===== src/rtl/seq_detector_param.sv =====
// ---------------------------------------------------------------------------
// seq_detector_param
//   Parametrised serial bit-pattern detector with a runtime-loadable pattern.
//   Each accepted bit shifts into a history register. A hit is reported when
//   the last PAT_LEN accepted bits equal the pattern. With overlap=0, a hit
//   restarts the fill count so that the next match needs PAT_LEN fresh bits.
//   Hits are counted in a saturating counter.
//
// Optional feature (compile-time macro SEQDET_MASK_EN):
//   When defined, a care mask is loaded with the pattern. Bit positions whose
//   mask bit is 0 are don't-care in the compare. When undefined, the mask_in
//   port and the mask register do not exist, and every bit is compared.
//
// Ports
//   clk        in   1        rising-edge clock
//   reset_n    in   1        asynchronous active-low reset
//   en         in   1        1 = run; 0 = hold history/fill/state/counter
//   x_valid    in   1        x carries a valid serial bit this cycle
//   x          in   1        serial data bit
//   overlap    in   1        1 = overlapping matches allowed (per accepted bit)
//   pat_load   in   1        load pat_in (and mask_in) and restart the search
//   pat_in     in   PAT_LEN  new pattern, MSB = first bit received
//   mask_in    in   PAT_LEN  care mask, 1 = compare (SEQDET_MASK_EN only)
//   cnt_clr    in   1        synchronous clear of match_cnt (wins over a hit)
//   match      out  1        one-cycle pulse, 1 cycle after the completing bit
//   match_cnt  out  CNT_W    saturating match count
//   armed      out  1        FSM state: 1 = HUNT (history holds PAT_LEN bits)
//
// Bit handshake: a bit is consumed on a rising edge when
//   en & x_valid & ~pat_load. The source has no ready back-pressure; a bit that
//   is offered in any other cycle is dropped.
// ---------------------------------------------------------------------------
module seq_detector_param #(
    parameter int                 PAT_LEN   = 3,
    parameter logic [PAT_LEN-1:0] PAT_RESET = 3'b011,
    parameter int                 CNT_W     = 8
) (
    input  logic               clk,
    input  logic               reset_n,
    input  logic               en,
    input  logic               x_valid,
    input  logic               x,
    input  logic               overlap,
    input  logic               pat_load,
    input  logic [PAT_LEN-1:0] pat_in,
`ifdef SEQDET_MASK_EN
    input  logic [PAT_LEN-1:0] mask_in,
`endif
    input  logic               cnt_clr,
    output logic               match,
    output logic [CNT_W-1:0]   match_cnt,
    output logic               armed
);

    localparam int             FW   = $clog2(PAT_LEN + 1);
    localparam logic [FW-1:0]  FULL = FW'(PAT_LEN);

    typedef enum logic {
        ST_FILL = 1'b0,
        ST_HUNT = 1'b1
    } state_t;

    state_t             state_q, state_d;
    logic [PAT_LEN-1:0] pat_q, pat_d;
    logic [PAT_LEN-1:0] hist_q, hist_d;
    logic [FW-1:0]      fill_q, fill_d;
    logic               match_q, match_d;
    logic [CNT_W-1:0]   cnt_q, cnt_d;
    logic [PAT_LEN-1:0] mask_eff;

`ifdef SEQDET_MASK_EN
    logic [PAT_LEN-1:0] mask_q, mask_d;
    assign mask_eff = mask_q;
`else
    assign mask_eff = '1;
`endif

    logic               accept;
    logic               hit;
    logic [PAT_LEN-1:0] hist_next;
    logic [FW-1:0]      fill_next;

    // pat_load takes the cycle, so a concurrent serial bit is discarded.
    assign accept = en & x_valid & ~pat_load;

    always_comb begin
        state_d   = state_q;
        pat_d     = pat_q;
        hist_d    = hist_q;
        fill_d    = fill_q;
        match_d   = 1'b0;
        cnt_d     = cnt_q;
        hit       = 1'b0;
        hist_next = {hist_q[PAT_LEN-2:0], x};
        fill_next = (fill_q == FULL) ? FULL : fill_q + FW'(1);
`ifdef SEQDET_MASK_EN
        mask_d    = mask_q;
`endif

        if (pat_load) begin
            pat_d   = pat_in;
`ifdef SEQDET_MASK_EN
            mask_d  = mask_in;
`endif
            hist_d  = '0;
            fill_d  = '0;
            state_d = ST_FILL;
        end else if (accept) begin
            // The compare looks at the history including the bit arriving now,
            // so a hit on the completing bit in FILL is reported as well.
            hit    = (((hist_next ^ pat_q) & mask_eff) == '0) && (fill_next == FULL);
            hist_d = hist_next;
            if (hit && !overlap) begin
                fill_d  = '0;
                state_d = ST_FILL;
            end else begin
                fill_d  = fill_next;
                state_d = (fill_next == FULL) ? ST_HUNT : ST_FILL;
            end
        end

        match_d = hit;

        if (cnt_clr) begin
            cnt_d = '0;
        end else if (hit && (cnt_q != '1)) begin
            cnt_d = cnt_q + CNT_W'(1);
        end
    end

    always_ff @(posedge clk or negedge reset_n) begin
        if (!reset_n) begin
            state_q <= ST_FILL;
            pat_q   <= PAT_RESET;
            hist_q  <= '0;
            fill_q  <= '0;
            match_q <= 1'b0;
            cnt_q   <= '0;
`ifdef SEQDET_MASK_EN
            mask_q  <= '1;
`endif
        end else begin
            state_q <= state_d;
            pat_q   <= pat_d;
            hist_q  <= hist_d;
            fill_q  <= fill_d;
            match_q <= match_d;
            cnt_q   <= cnt_d;
`ifdef SEQDET_MASK_EN
            mask_q  <= mask_d;
`endif
        end
    end

    assign match     = match_q;
    assign match_cnt = cnt_q;
    assign armed     = (state_q == ST_HUNT);

endmodule


===== config.mk =====
export PLATFORM = sky130hd
export DESIGN_NAME = seq_detector_param
export DESIGN_NICKNAME = d
export VERILOG_FILES = /design/src/rtl/seq_detector_param.sv
export SDC_FILE = /design/constraint.sdc
export NUM_CORES = 1
export LEC_CHECK = 0
export CAP_MARGIN = 20
export CORE_UTILIZATION = 47
export DETAILED_ROUTE_END_ITERATION = 6
export PLACE_DENSITY = 0.8
export SYNTH_ARGS = -nofsm -noshare
export SYNTH_HDL_FRONTEND = slang
export SYNTH_SLANG_ARGS = --single-unit

===== constraint.sdc =====
create_clock -name clk -period 2.1 [get_ports clk]
set_input_delay 0.315 -clock clk [delete_from_list [all_inputs] [get_ports clk]]
set_output_delay 0.315 -clock clk [all_outputs]
set_load 0.02 [all_outputs]

# After elaboration in Yosys (flattened, before gate mapping)
# Index checks and enable logic that the tools add are counted.
[totals]
register_bits = 17
inputBits = 11
out_inout_bits = 10
elab_cells = 36
[classes]
n_addsub = 2
n_eq_ne = 3
n_mux = 14
n_bitwise = 4
reduce_logical = 7
[op_table]
columns = ["operator", "n"]
rows = [
  ["2-to-1 mux 8 bit", 2],
  ["2-to-1 mux 2 bit", 6],
  ["adder 8 x 1 -> 8 bit, second input constant", 1],
  ["inequality test 8 bit, second input constant", 1],
  ["2-to-1 mux 1 bit", 6],
  ["== test 2 bit, second input constant", 2],
  ["nonzero test 2 bit", 2],
  ["logical AND 1 bit", 3],
  ["logical NOT 3 bit", 1],
  ["XOR 3 bit", 1],
  ["adder 2 x 1 -> 2 bit, second input constant", 1],
  ["bitwise AND 1 bit", 2],
  ["logical NOT 1 bit", 1],
  ["NOT 1 bit", 1],
]

# Longest topological paths before layout
[depth]
ltp_word = 9
ltp_mapped = 6
mapped_depth_nobuf = 5

# Worst setup path before layout
# Ideal clock, no wire load.
[synth_path]
kind = "register to register"
start = "register cnt_q[0] (netlist: match_cnt[0])"
end = "register cnt_q[5] (netlist: match_cnt[5])"
setup_ps = 125
arrival_ps = 1623
t_required_ps = 1975
slack_ps = 353
path_stages_with_launch = 7
synth_period_minus_slack_ps = 1747
cell_sequence = "dfrtp_1 -> ha_1 -> nand3_1 -> nor2_1 -> clkbuf_1 -> nor4_1 -> mux2_2"
[synth_between]
elab_chain_len = 3
elab_cells_between_ends = 6
classes_between = "1 x add/sub; 1 x eq/ne; 2 x mux; 2 x reduce/logical"
[synth_rtl]
columns = ["element", "line", "text"]
rows = [
  ["start, declared", "68", "logic [CNT_W-1:0] cnt_q, cnt_d;"],
  ["start signal, assigned", "148", "cnt_q <= cnt_d;"],
  ["adder 8 x 1 -> 8 bit / inequality test 8 bit (equally long branches)", "127, 126", ""],
  ["2-to-1 mux 8 bit / logical AND 1 bit (equally long branches)", "126", "end else if (hit && (cnt_q != '1)) begin"],
  ["2-to-1 mux 8 bit / nonzero test 2 bit (equally long branches)", "--", ""],
]
# Parallel ways exist; a longest one is shown, timed or not. The select of a mux whose other input is x is not followed.
# A chain may end at the register's enable or synchronous reset.

# Final worst setup path
# Ends and elaborated chain as after synthesis.

==> reports/qor.yml <==
logic_synthesis:
  synth_xor_area_share_pct: 4.73
  muxShareOfSynthArea_pct: 5.16
  synth-compound-area-share_pct: 13.6
  postSynthNetCount: 96
  synth.ff_latch_count: 17
  seq_area_frac_synth_pct: 49.1
  yosys.area_share.adder_pct: 1.43
  syn-cell-area_um2: 872
  postSynthCellCount: 84
  synth_simple_gate_area_share_pct: 23.0
  synth_warnings: 0
  avgSynthCellArea_um2: 10.4
  synth_top_family_by_area: "simple AND/OR/NAND/NOR gates"
  yosysUniqueCellTypes: 28
critical_path:
  cp-end-kind: "register"
  start_kind: "register"
  critical_path.slowest_cell: "nor2_1"
  r2r_setup_slack_ns: 0.30
  cp_cell_sequence: "ha_1, nand3_1, nor2_1, nor4_1, mux2_2"
  crit_type: "reg -> reg"
  reg2reg_to: "match_cnt[5]"
  worst_ep_required_time_ns: 2.28
  path_max_fanout: 12
  cp_data_arrival_time_ns: 1.98
  r2r_start: "match_cnt[0]"
  cp-startpoint: "match_cnt[0]"
  slowest_delay_ns: 0.50
  worst-r2r-cell-count: 5
layout:
  layout_common_cells: "clkdlybuf4s50_1 (20), dfrtp_1 (15), a21oi_1 (13)"
  multi_input_area_um2: 418
  fillers: 153
  final_common_cell: "clkdlybuf4s50_1"
  layout.nets: 125
  final-seq-area_um2: 428
  layout-drive-gt1-share_pct: 18.8
  n_antenna_cell: 0
  area_growth_pct: 33.6
power:
  p_switching_mw: 0.143
  vdd_drop_max_uv: 468
  powerDensity_nw_per_um2: 510
  p_comb_share_pct: 12.5
  pwr-share-clk_pct: 29.0
  seqPwrFrac_pct: 58.5
  power_leakage_nw: 0.455
  switching_share_pct: 24.1
  internal-power_mw: 0.451
outcome:
  status: "completed"
clocking:
  cts_resized: 0
  h-tree-depth: 1
  cts.reportedPaths.clkPinSlew_ns: 0.10
  cts_tree: "done"
  clk_latency_ns: 0.29
  cts_buffers: 3
  ctsHoldBuffers: 0
  cts.sinks: 17
  clock_path_buffers: 2
  cts_root_buf: "clkbuf_4"
  postCtsSetupBuffers: 0
timing:
  slew_violations: 0
  tns_ns: 0
  hold_viol_final: 0
  fin_crit_ns: 1.80
  finalCritPeriodShare_pct: 85.7
  setup_slack_ns: 0.300
  setup_viol: 0
  rsz0062_at_grt: "false"
  worstMarginPinSlew_ns: 0.630
  slew_headroom_pct: 57.9
  clock_skew_ns: 0.00235
  fmax_mhz: 555
routing:
  first_iter_violations: 23
  drtAntennaViolNets: 0
  dr.pass1.iters: 6
  num_vias: 746
  via_per_inst: 5.45
  drt_wl_total_um: 1730
  drc_errors: 0
  wire_per_inst_um: 12.6
die:
  io_pins: 21
  rows: 15
  die_x_um: 45.1
  initial_utilization_pct: 50.5
  die_area_um2: 2030
  core-area_um2: 1730
  die_h_um: 45.1
grt:
  grt_pass1_wl_um: 2950
  grt.overflow.total: 0
  grtUsageTotal_pct: 20.4
  antenna_found_initial: 0
  grt_pass1_vias: 732
  grt_max_degree: 18
place:
  gp_congestion: 0.779
  io_buffer_count: 20
  dpl.hpwl_um: 1360
  dpl_worst_slack_ns: 0.0911
flow_run:
  max_cap_viol_count: 0
min_path:
  hold_path.class: "in -> async"
==> sequential cells by signal (all words and copies together) (netlist names) <==
name / cells
hist_q: 2
pat_q: 3
match: 1
fill_q: 2
armed: 1
match_cnt: 8
==> synth_stat cells <==
cell	n	area share, %
xnor2_2	2	3.7
o31ai_1	4	3.4
or2_2	1	0.72
or3_1	2	1.4
buf_6	1	1.3
dfstp_2	2	6.0
mux2_2	4	5.2
ha_1	1	1.4
or4_1	4	3.4
o41ai_1	1	1.0
buf_1	1	0.43
o21ai_0	3	1.7
and4b_1	1	1.1
nor4_1	1	0.72
nand2_1	7	3.0
a21oi_1	13	7.5
nand4_4	1	2.4
clkbuf_1	1	0.43
nand3_1	6	3.4
nor2b_1	1	0.72
inv_1	2	0.86
dfrtp_1	15	43
nand3b_1	1	0.86
nor2_1	3	1.3
nand4b_1	1	1.0
xnor2_1	1	1.0
nor3_1	1	0.57
nand4_1	3	2.2
==> critical path: cells and delay by family (launching register included) <==
kind | cells | cell delay [ns]
adders and majority gates | 1 | 0.25
muxes | 1 | 0.29
and+or+nand+nor | 3 | 0.72
DFF | 1 | 0.43
==> through the flow <==
stage | utilization, % | instances | power, mW | hold WS, ns | area, µm²
after floorplan | - | 84 | 0.390 | 0.0194 | 872
after global placement | 65.9 | 133 | 0.427 | 0.517 | 1140
after detailed placement | 65.9 | 133 | 0.429 | 0.533 | 1140
after CTS | 67.5 | 137 | 0.604 | 0.336 | 1160
after global routing | 67.5 | 137 | 0.624 | 0.346 | 1160
final | 67.5 | 137 | 0.594 | 0.338 | 1160
==> kinds of logic (layout without fill, tap and decap cells) <==
kind of cell | after synthesis | count (layout)
compound gates | 21 | 21
xor+xnor | 3 | 3
fa+ha+maj | 1 | 1
buf+inv | 5 | 33
flops | 17 | 17
mux | 4 | 4
simple gates | 33 | 33
==> area by class of cell <==
type                            instances  share of cell area (%)
Clock buffer                            3                    1.93
Clock inverter                          1                   0.430
Inverter                                2                   0.644
Multi-Input combinational cell         62                    35.9
Sequential cell                        17                    36.7
Tap cell                               25                    2.69
Timing Repair Buffer                   27                    21.7
==> metal layers <==
layer | GRT usage (%) | share of wire [%] | wire length (µm)
met1 | 22.7 | 41 | 716
met2 | 36.5 | 50 | 868
met4 | 10.9 | 2.4 | 41
met5 | 0 | 0 | 0
met3 | 3.60 | 6.0 | 104
==> worst max-delay path by stage <==
stage                   endpoint
floorplan           match_cnt[5]
global placement    match_cnt[5]
detailed placement  match_cnt[5]
CTS                 match_cnt[5]
global route        match_cnt[5]
finish              match_cnt[5]
==> power by group through the flow <==
| stage | registers [mW] | logic [mW] | clock network, mW |
|---|---|---|---|
| after global routing | 0.349 | 0.0817 | 0.194 |
| final | 0.348 | 0.0743 | 0.172 |
| after global placement | 0.353 | 0.0736 | 0 |
| after floorplan | 0.353 | 0.0376 | 0 |
| after detailed placement | 0.354 | 0.0752 | 0 |
| after CTS | 0.348 | 0.0753 | 0.181 |
No activity file was read; power rests on OpenSTA's default activity.
==> variant (same settings) <==
Add a define of `SEQDET_MASK_EN`.
--- a/src/rtl/seq_detector_param.sv
+++ b/src/rtl/seq_detector_param.sv
@@ -30,6 +30,8 @@
 //   en & x_valid & ~pat_load. The source has no ready back-pressure; a bit that
 //   is offered in any other cycle is dropped.
 // ---------------------------------------------------------------------------
+`define SEQDET_MASK_EN
+
 module seq_detector_param #(
     parameter int                 PAT_LEN   = 3,
     parameter logic [PAT_LEN-1:0] PAT_RESET = 3'b011,
Ports: changed (added mask_in); port bits go from 21 to 24. No check against the original RTL was run, so the function may have changed too.
==> variant against the unedited design <==
First-iteration DRC count is 78% lower. Maximum frequency is 7.3% lower. Sequential cell count is 3 higher. Setup slack worse by 0.14 ns. Total power is 16% higher. Area after synthesis grew 7.6%. Sequential share of layout area grew 3.6 points. Design area is 7.8% higher. Global-route usage increased by 1.5 points. Routed wire length grew 9.4%. Hold slack gained 0.011 ns.
==> variant: results <==
export IMPL_clock_latency_ns=0.29
export IMPL_p_seq_share_pct=60.9
export IMPL_synth_distinct_cells=29
export IMPL_slew_limit_headroom_pct=70.18
export IMPL_synth_compound_area_share_pct=8.133
export IMPL_ir_drop_mv=0.6554
export IMPL_antenna_cells=0
export IMPL_syn_nets=102
export IMPL_skew_ns=0.004233
export IMPL_cp_max_fo=6
export IMPL_cp_top_family="compound AO/OA/AOI/OAI gates"
export IMPL_final_area_sq_um=1256
export IMPL_routed_wl_mm=1.894
export IMPL_grt_pass1_wl_mm=3.236
export IMPL_netlist_top_cells_count="15 x dfrtp_1, 10 x nor2_1, 6 x mux2_2, 6 x nand2_1, 6 x xor2_1"
export IMPL_synth_xor_area_share_pct=6.533
export IMPL_synthMuxAreaShare_pct=8.267
export IMPL_htreeDepth=1
export IMPL_holdWs_ns=0.3486
export IMPL_placedInstanceArea_sq_um=1230
export IMPL_drive_gt1_share_pct=18.80
export IMPL_antenna_found_initial=0
export IMPL_netlist_top_cells_area="dfrtp_1 40%, dfstp_2 14%, mux2_2 7.2%"
export IMPL_reg2reg_slack_ns=0.16
export IMPL_gr_usage_all_layers_pct=21.84
export IMPL_stdcell_count=142
export IMPL_place_ws_ns=-0.04685
export IMPL_root_buffer="clkbuf_4"
export IMPL_fill_cells=153
export IMPL_status="completed"
export IMPL_worstPathArrival_ns=2.16
export IMPL_vias=780
export IMPL_ys_seq_area_share_pct=54.00
export IMPL_sw_frac_of_total_pct=22.66
export IMPL_synthCells=87
export IMPL_dp_hpwl_mm=1.471
export IMPL_synth_top_area_share_pct=40.00
export IMPL_final_net_count=133
export IMPL_max_stage_delay_ns=0.56
export IMPL_globalplace_congestion=0.7683
export IMPL_cts_hold_buffers=0
export IMPL_cpMaxStageDelayCell="dfstp_2"
export IMPL_crit_start="pat_q[1]$_DFFE_PN1P_"
export IMPL_synth_fa_ha_area_share_pct=1.333
export IMPL_drt_pass1_iterations=4
export IMPL_r2r_end="match_cnt[7]$_DFFE_PN0P_"
export IMPL_grt_max_degree=21
export IMPL_cts_setup_buffers=0
export IMPL_max_freq_ghz=0.5149
export IMPL_drtIter0Drc=5
export IMPL_clkSlewWorstSetupHoldPaths_ns=0.10
export IMPL_regToRegStartpoint="pat_q[1]$_DFFE_PN1P_"
export IMPL_grt_pass1_vias=741
export IMPL_cts_repair_resize_count=0
export IMPL_p_clk_share_pct=26.2
export IMPL_portBuffers=23
export IMPL_async_flop_share_pct=100.0
export IMPL_total_power_mw=0.6864
export IMPL_p_leak_nw=0.5122
-- variant: cell types whose count changed after synthesis, moves of 2 or more --
cell     unedited run  this run
dfstp_2             2         5
a21oi_1            13         5
mux2_2              4         6
nor2_1              3        10
xnor2_2             2         0
xor2_1              0         6
o21ai_0             3         1
o31ai_1             4         2
a22oi_1             0         2
nand3_1             6         4
-- variant: layer usage --
| metal | global-route usage [%] | vias up | part of all wire, % |
|---|---|---|---|
| met3 | 6.275 | 4 | 3.2 |
| met4 | 6.857 | 0 | 2.2 |
| li1 | - | 377 | - |
| met1 | 26.87 | 382 | 42 |
| met5 | 0 | - | 0 |
| met2 | 36.67 | 17 | 52 |
-- variant: layout make-up --
type	instances	area share [%]
Tap cell	25	2.490
Clock buffer	4	2.092
Multi-Input combinational cell	63	33.17
Sequential cell	20	40.34
Inverter	2	0.5976
Timing Repair Buffer	28	21.31
